## src/rtl/approx_err_pkg.sv

```systemverilog
// Shared constants, FSM state type and the absolute-difference helper for the
// approximate-partition error monitor.
package approx_err_pkg;

    localparam int W        = 5;
    localparam int LEN_W    = 16;
    localparam int HD_W     = 3;
    localparam int HD_SUM_W = 19;
    localparam int AE_SUM_W = 21;

    typedef enum logic [1:0] {
        IDLE   = 2'd0,
        RUN    = 2'd1,
        REPORT = 2'd2
    } state_e;

    function automatic logic [W-1:0] abs_diff(input logic [W-1:0] a, input logic [W-1:0] b);
        logic [W-1:0] r;
        if (a >= b) begin
            r = a - b;
        end else begin
            r = b - a;
        end
        return r;
    endfunction

endpackage

```

## src/rtl/approx_err_popcnt.sv

```systemverilog
// Combinational Hamming weight of a W-bit vector.
module approx_err_popcnt
    import approx_err_pkg::*;
(
    input  logic [W-1:0]    vec,
    output logic [HD_W-1:0] cnt
);

    // Sum of the individual bits.
    always_comb begin
        cnt = {HD_W{1'b0}};
        for (int i = 0; i < W; i++) begin
            cnt = cnt + {{(HD_W-1){1'b0}}, vec[i]};
        end
    end

endmodule

```

## src/rtl/approx_err_monitor.sv

```systemverilog
// Frame-based error monitor comparing approximate vs exact partition outputs.
// Optional magnitude statistics (ae_sum/ae_max) are built with APPROX_ERR_MAG_EN.
module approx_err_monitor
    import approx_err_pkg::*;
(
    input  logic                clk,
    input  logic                rst,
    input  logic                start,
    input  logic [LEN_W-1:0]    frame_len,
    input  logic                abort,
    input  logic                in_valid,
    output logic                in_ready,
    input  logic [W-1:0]        approx,
    input  logic [W-1:0]        exact,
    output logic                res_valid,
    input  logic                res_ready,
    output logic [LEN_W-1:0]    mis_cnt,
    output logic [HD_SUM_W-1:0] hd_sum,
    output logic [HD_W-1:0]     hd_max,
    output logic [AE_SUM_W-1:0] ae_sum,
    output logic [W-1:0]        ae_max
);

    state_e                state_q, state_d;
    logic [LEN_W-1:0]      cnt_q, cnt_d;
    logic [LEN_W-1:0]      len_q, len_d;
    logic [LEN_W-1:0]      mis_cnt_q, mis_cnt_d;
    logic [HD_SUM_W-1:0]   hd_sum_q, hd_sum_d;
    logic [HD_W-1:0]       hd_max_q, hd_max_d;
    logic [HD_W-1:0]       hd_s;
    logic                  accept_s;
    logic                  clear_s;

    approx_err_popcnt u_popcnt (
        .vec (approx ^ exact),
        .cnt (hd_s)
    );

    assign accept_s = in_valid && (state_q == RUN) && !abort;

    // Next-state, frame control and Hamming accumulators.
    always_comb begin
        state_d   = state_q;
        cnt_d     = cnt_q;
        len_d     = len_q;
        mis_cnt_d = mis_cnt_q;
        hd_sum_d  = hd_sum_q;
        hd_max_d  = hd_max_q;
        clear_s   = 1'b0;
        case (state_q)
            IDLE: begin
                if (start && !abort) begin
                    clear_s   = 1'b1;
                    cnt_d     = {LEN_W{1'b0}};
                    len_d     = frame_len;
                    mis_cnt_d = {LEN_W{1'b0}};
                    hd_sum_d  = {HD_SUM_W{1'b0}};
                    hd_max_d  = {HD_W{1'b0}};
                    state_d   = (frame_len != {LEN_W{1'b0}}) ? RUN : REPORT;
                end else begin
                    state_d = IDLE;
                end
            end
            RUN: begin
                if (abort) begin
                    state_d = IDLE;
                end else if (accept_s) begin
                    cnt_d     = cnt_q + {{(LEN_W-1){1'b0}}, 1'b1};
                    mis_cnt_d = mis_cnt_q + {{(LEN_W-1){1'b0}}, (hd_s != {HD_W{1'b0}})};
                    hd_sum_d  = hd_sum_q + {{(HD_SUM_W-HD_W){1'b0}}, hd_s};
                    hd_max_d  = (hd_s > hd_max_q) ? hd_s : hd_max_q;
                    // cnt_q counts prior accepts, so this is sample number cnt_q+1
                    if (cnt_d == len_q) begin
                        state_d = REPORT;
                    end else begin
                        state_d = RUN;
                    end
                end else begin
                    state_d = RUN;
                end
            end
            REPORT: begin
                if (abort || res_ready) begin
                    state_d = IDLE;
                end else begin
                    state_d = REPORT;
                end
            end
            default: begin
                state_d = IDLE;
            end
        endcase
    end

    // State and accumulator registers.
    always_ff @(posedge clk or posedge rst) begin
        if (rst) begin
            state_q   <= IDLE;
            cnt_q     <= {LEN_W{1'b0}};
            len_q     <= {LEN_W{1'b0}};
            mis_cnt_q <= {LEN_W{1'b0}};
            hd_sum_q  <= {HD_SUM_W{1'b0}};
            hd_max_q  <= {HD_W{1'b0}};
        end else begin
            state_q   <= state_d;
            cnt_q     <= cnt_d;
            len_q     <= len_d;
            mis_cnt_q <= mis_cnt_d;
            hd_sum_q  <= hd_sum_d;
            hd_max_q  <= hd_max_d;
        end
    end

`ifdef APPROX_ERR_MAG_EN
    logic [AE_SUM_W-1:0] ae_sum_q, ae_sum_d;
    logic [W-1:0]        ae_max_q, ae_max_d;
    logic [W-1:0]        ae_s;

    assign ae_s = abs_diff(approx, exact);

    // Magnitude accumulators share the clear/hold rules of the Hamming ones.
    always_comb begin
        ae_sum_d = ae_sum_q;
        ae_max_d = ae_max_q;
        if (clear_s) begin
            ae_sum_d = {AE_SUM_W{1'b0}};
            ae_max_d = {W{1'b0}};
        end else if (accept_s) begin
            ae_sum_d = ae_sum_q + {{(AE_SUM_W-W){1'b0}}, ae_s};
            ae_max_d = (ae_s > ae_max_q) ? ae_s : ae_max_q;
        end else begin
            ae_sum_d = ae_sum_q;
            ae_max_d = ae_max_q;
        end
    end

    // Magnitude registers.
    always_ff @(posedge clk or posedge rst) begin
        if (rst) begin
            ae_sum_q <= {AE_SUM_W{1'b0}};
            ae_max_q <= {W{1'b0}};
        end else begin
            ae_sum_q <= ae_sum_d;
            ae_max_q <= ae_max_d;
        end
    end

    assign ae_sum = ae_sum_q;
    assign ae_max = ae_max_q;
`else
    assign ae_sum = {AE_SUM_W{1'b0}};
    assign ae_max = {W{1'b0}};
`endif

    assign in_ready  = (state_q == RUN);
    assign res_valid = (state_q == REPORT);
    assign mis_cnt   = mis_cnt_q;
    assign hd_sum    = hd_sum_q;
    assign hd_max    = hd_max_q;

endmodule

```

## config.mk

```make
export PLATFORM = sky130hd
export DESIGN_NAME = approx_err_monitor
export DESIGN_NICKNAME = d
export VERILOG_FILES = /design/src/rtl/approx_err_pkg.sv /design/src/rtl/approx_err_popcnt.sv /design/src/rtl/approx_err_monitor.sv
export SDC_FILE = /design/constraint.sdc
export NUM_CORES = 1
export LEC_CHECK = 0
export CORE_ASPECT_RATIO = 0.75
export CORE_MARGIN = 3
export CORE_UTILIZATION = 46
export DETAILED_ROUTE_END_ITERATION = 16
export PLACE_DENSITY_LB_ADDON = 0.2
export SYNTH_ARGS = -nofsm -noshare
export SYNTH_HDL_FRONTEND = slang
export SYNTH_SLANG_ARGS = --single-unit
```

## constraint.sdc

```tcl
create_clock -name clk -period 2 [get_ports clk]
set_clock_uncertainty 0.05 [all_clocks]
set_input_delay 0.3 -clock clk [delete_from_list [all_inputs] [get_ports clk]]
set_output_delay 0.3 -clock clk [all_outputs]
set_load 0.03 [all_outputs]
```

* Word-level counts from Yosys, hierarchy flattened
Cells that the tools add are included.
Word-level totals: bits in registers 72, input port bits 32, logic and storage cells 57
Cells by class: add/subtract/negate cells 7, $lt $le $gt $ge 1, equality and inequality tests 7, mux-type cells 23, bitwise operators 1, reduce and logical (&&, ||, !) cells 12
Operator list (count):
- $mux W16 | 5
- $pmux W16 S2 | 2
- $mux W19 | 3
- $pmux W19 S2 | 1
- $add A19 B3 Y19 | 1
- $add A16 B1 Y16 | 1
- $add A16 B1 Y16 const B | 1
- $eq A16 B16 Y1 | 1
- $reduce_bool A16 Y1 | 1
- $mux W2 | 6
- $mux W3 | 4
- $add A3 B1 Y3 | 3
- $pmux W2 S3 | 1
- $pmux W3 S2 | 1
- $reduce_and A5 Y1 | 1
- $xor A5 B5 Y5 | 1
- $ne A2 B1 Y1 const B | 2
- $ne A2 B2 Y1 const B | 2
- $reduce_and A4 Y1 | 1
- $gt A3 B3 Y1 | 1
- $logic_and A1 B1 Y1 | 3
- $reduce_bool A3 Y1 | 1
- $add A1 B1 Y2 | 1
- $eq A2 B1 Y1 const B | 1
- 6 further kinds | 6

* Longest topological paths before layout
word-level depth 10, gate-level depth with buffers 17

* Hierarchy
Synthesis repeated with hierarchy kept, for this count alone.
Second synthesis, totals: cells, all modules 486, area total of the unflattened synthesis 4289.1 um2
By module, submodules not included:
- approx_err_monitor | times used 1, cells an instance 478, area an instance 4217.8 um2, seq. area each 1801.7 um2
- approx_err_popcnt | times used 1, cells an instance 8, area an instance 71.3 um2, seq. area each 0.0 um2

* Worst setup path after synthesis
Ideal clock, no wire load.
kind input-to-reg, from in exact[0], to reg hd_sum_q[18], in the netlist hd_sum[18], arrival 3.458 ns, required time 1.818 ns, setup slack -1.640 ns, stages on the path 15, path through xor2_1 ha_1 inv_1 fa_1 inv_1 ha_1 inv_1 fa_1 fa_1 nor2b_1 o21bai_1 nor4_1 nand3_1 xor2_1 nor2_1
On the way: longest elaborated chain between the ends 9
Ends and longest elaborated chain:
- from (decl) | RTL line approx_err_monitor.sv:14 | input logic [W-1:0] exact,
- $xor A5 B5 Y5 | RTL line approx_err_monitor.sv:35 | .vec (approx ^ exact),
- $add A1 B1 Y2 | RTL line approx_err_popcnt.sv:13 | cnt = cnt + {{(HD_W-1){1'b0}}, vec[i]};
- $add A3 B1 Y3 (3 in series) | RTL line approx_err_popcnt.sv:13
- $add A19 B3 Y19 | RTL line approx_err_monitor.sv:70 | hd_sum_d = hd_sum_q + {{(HD_SUM_W-HD_W){1'b0}}, hd_s};
- $mux W19 | RTL line approx_err_monitor.sv:67 | end else if (accept_s) begin
- $mux W19 | RTL line approx_err_monitor.sv:65 | if (abort) begin
- $pmux W19 S2 | RTL line approx_err_monitor.sv:50 | case (state_q)
- to (signal assigned) | RTL line approx_err_monitor.sv:102 | hd_sum_q <= {HD_SUM_W{1'b0}};
- to (signal assigned) | RTL line approx_err_monitor.sv:109 | hd_sum_q <= hd_sum_d;
- to (decl) | RTL line approx_err_monitor.sv:28 | logic [HD_SUM_W-1:0] hd_sum_q, hd_sum_d;
No other way between the ends. The select of a mux whose other input is x is not followed. A chain may end at the register's enable or synchronous reset.

* Worst setup path in the final report
from in approx[0], to reg mis_cnt_q[10], in the netlist mis_cnt[10]
On the way: longest elaborated chain between the ends 10
Ends and longest elaborated chain:
- from (decl) | RTL line approx_err_monitor.sv:13 | input logic [W-1:0] approx,
- $xor A5 B5 Y5 | RTL line approx_err_monitor.sv:35
- $add A1 B1 Y2 | RTL line approx_err_popcnt.sv:13
- $add A3 B1 Y3 (3 in series) | RTL line approx_err_popcnt.sv:13
- $reduce_bool A3 Y1 | RTL line approx_err_monitor.sv:69 | mis_cnt_d = mis_cnt_q + {{(LEN_W-1){1'b0}}, (hd_s != {HD_W{1'b0}})};
- $add A16 B1 Y16 | RTL line approx_err_monitor.sv:69
- $mux W16 | RTL line approx_err_monitor.sv:67
- $mux W16 | RTL line approx_err_monitor.sv:65
- $pmux W16 S2 | RTL line approx_err_monitor.sv:50
- to (signal assigned) | RTL line approx_err_monitor.sv:101 | mis_cnt_q <= {LEN_W{1'b0}};
- to (signal assigned) | RTL line approx_err_monitor.sv:108 | mis_cnt_q <= mis_cnt_d;
- to (decl) | RTL line approx_err_monitor.sv:27 | logic [LEN_W-1:0] mis_cnt_q, mis_cnt_d;
No other way between the ends. The select of a mux whose other input is x is not followed.

==> results.py <==
metrics = {
    "logic_synthesis": {
        "async_flop_share_pct": 100,
        "syn_area_per_cell_sq_um": 8.65,
        "synthDistinctLibCells": 50,
        "ys_ff_latch": 72,
        "synth_warnings": 0,
        "synth_ff_type": "dfrtp_1",
        "netlist_area_sq_um": 4390,
        "synthCells": 507,
        "synth_edf_count": 0,
        "ys_seq_area_share_pct": 41.1,
    },
    "global_routing": {
        "gr-total-overflow": 0,
        "antenna_found_initial": 0,
        "grt_usage_pct": 22.2,
        "grt_start_max_net_pins": 31,
        "grt_pass1_wl_mm": 19.3,
        "grt_pass1_vias": 3866,
    },
    "finish": {
        "final_common_cell": "nand2_1",
        "layout_common_cells": "nand2_1 (93), buf_4 (74), dfrtp_1 (69), clkdlybuf4s50_1 (61), o21ai_0 (34)",
        "areaGrowthSynthToFinish_pct": 46.2,
        "diodes": 0,
        "fillers": 700,
        "fin_nets": 698,
        "final_layout_size_suffix_gt1_share_pct": 25.6,
        "final_util_pct": 70.0,
    },
    "sta": {
        "tns_ns": -43.36,
        "finalHoldViolCount": 0,
        "fin_crit_sh_pct": 168,
        "slew_violations": 0,
        "timing.fmax_mhz": 298,
        "finalCriticalPeriod_ns": 3.36,
        "whs_ns": 0.269,
        "fin_ws_ns": -1.36,
        "setup_viol": 38,
        "rsz0062_at_grt": "true",
    },
    "worst_setup_path": {
        "critPathMaxStageDelay_ns": 0.55,
        "worstPathCellList": "buf_6 > xor2_1 > ha_1 > inv_2 > fa_1 > inv_2 > ha_4 > inv_2 > fa_2 > buf_4 > nand3_2 > ha_4 > ha_4 > nand2_1 > nand4bb_4 > nor2b_4 > and4_1 > xnor2_1 > nor2_1",
        "endpoint_kind": "flop",
        "cp_max_fo": 4,
        "arrival_ns": 3.52,
        "cp_slowest_cell": "fa_1",
        "cp_num_buf_inv": 5,
        "path_delay_family": "adder cells",
        "crit_type": "primary input to flop",
        "worstPathRequired_ns": 2.16,
        "cp-start-kind": "primary input",
    },
    "floorplan": {
        "core_sq_um": 9160,
        "num_io_pins": 98,
        "rows": 30,
        "dieArea_sq_um": 10800,
        "start_util_pct": 47.9,
        "die-height_microns": 90.6,
        "die_w_microns": 119,
    },
    "placed_design": {
        "gp_congestion": 0.889,
        "dp_hpwl_mm": 8.71,
        "portBuffers": 71,
    },
    "route": {
        "post_drt_wl_per_cell_microns": 15.7,
        "vias": 4160,
        "post-route-drc-count": 0,
        "viasPerCell": 5.30,
        "drt_iter0_drc": 245,
        "routed_wl_mm": 12.3,
        "dr.pass1.iters": 5,
        "ant_nets": 0,
    },
    "clocking": {
        "htreeDepth": 3,
        "cts_root_buffer": "clkbuf_16",
        "cts_sinks": 72,
        "clkTransAtPathRegs_ns": 0.06,
        "numCtsBuffers": 9,
        "cts_tree": "done",
        "clk_latency_ns": 0.33,
        "cts_hold_buf": 0,
        "clk_path_buf_depth": 2,
    },
    "power": {
        "p_leak_uw": 0.00290,
        "ir_drop_uv": 367,
        "power_density_nw_per_um2": 773,
        "power_uw": 4960,
    },
    "job": {
        "maxCapViolCount": 0,
    },
    "run_status": {
        "violations": "negative setup slack",
        "status": "finished with violations",
    },
    "min_path": {
        "min_path_type": "primary input to async pin",
    },
}
==> cell type report <==
type	instances	area, sq um	area share, %
Clock inverter	6	43.8	0.683
Multi-Input combinational cell	392	2650	41.3
Inverter	18	73.8	1.15
Tap cell	128	160	2.50
Timing Repair Buffer	159	1440	22.5
Clock buffer	10	239	3.73
Sequential cell	72	1810	28.2
==> synthesized netlist by cell type (4+ instances only) <==
master	count	share of area (%)
and3_1	6	0.86
nor4_1	10	1.4
inv_1	18	1.5
nor2b_1	4	0.57
buf_4	28	4.8
nand2_1	98	8.4
xor2_1	30	6.0
nand3_1	19	2.2
nand4_1	13	1.9
o31ai_1	6	1.0
nor2_1	31	2.7
dfrtp_1	72	41
xnor2_1	16	3.2
clkbuf_1	17	1.5
buf_2	5	0.57
a21oi_1	13	1.5
o21ai_0	42	4.8
or3_1	7	1.0
nor3_1	10	1.1
and2_1	4	0.57
ha_1	11	3.1
a31oi_1	6	0.86
==> path summary, 6_finish.rpt <==
kind,start,end,slack (ns),depth (start not counted)
max,approx[0],mis_cnt[10]$_DFFE_PP0P_,-1.36,19
min,rst,mis_cnt[7]$_DFFE_PP0P_,0.27,2
max reg2reg,hd_sum[0]$_DFFE_PP0P_,hd_sum[16]$_DFFE_PP0P_,-0.02,9
min reg2reg,len_q[1]$_DFFE_PP0P_,len_q[1]$_DFFE_PP0P_,0.45,2
max in group asynchronous,rst,cnt_q[9]$_DFFE_PP0P_,1.12,3
min in group clk,len_q[1]$_DFFE_PP0P_,len_q[1]$_DFFE_PP0P_,0.45,2
==> through the flow <==
step | instances | setup WS, ns | area, sq um
2_1_floorplan | 532 | -1.32 | 4620
3_3_place_gp | 748 | -1.90 | 5730
3_5_place_dp | 748 | -2.02 | 5730
4_1_cts | 770 | -1.38 | 6140
5_1_grt | 785 | -1.49 | 6410
6_report | 785 | -1.36 | 6410
==> where the power goes <==
group | internal (uW) | total [uW] | switching, uW
Combinational | 828 | 1720 | 896
Clock | 877 | 1520 | 641
Sequential | 1580 | 1720 | 137
==> metal layers <==
metal	vias up	track usage, %	wire [microns]
li1	1982	-	-
met3	12	4.70	872
met5	-	0	0
met4	0	5.59	115
met2	172	33.1	5560
met1	1994	32.8	5750
==> logic make-up (layout without fill, tap and decap cells) <==
logic type | count (synthesis) | in the layout | synth area share (%)
simple gates | 218 | 218 | 24.2
flops | 72 | 72 | 41.1
xor+xnor | 46 | 46 | 9.18
other cells | 1 | 26 | 0.0855
compound gates | 86 | 86 | 12.2
fa+ha+maj | 14 | 14 | 4.51
mux | 2 | 2 | 0.456
buf+inv | 68 | 193 | 8.35
==> flip-flops by register name, summed over array words and instances (netlist names) <==
signal and count:
hd_sum 19, cnt_q 16, len_q 16, mis_cnt 16
hd_max 3, state_q 2
==> worst reg2reg max path, stage by stage, from the launching register on <==
cell	delay (ns)
dfrtp_1	0.36
ha_1	0.18
inv_1	0.07
fa_2	0.40
nor2b_4	0.17
o21bai_4	0.11
nor4_4	0.21
nand3_1	0.14
xor2_1	0.16
nor2_1	0.05
==> what timing repair did <==
item	in CTS	in global routing
setup endpoints to repair	42	40
resized for setup	46	32
setup buffers	7	15
pin swaps	23	26
Note: power is estimated with default switching activity, not from simulation.
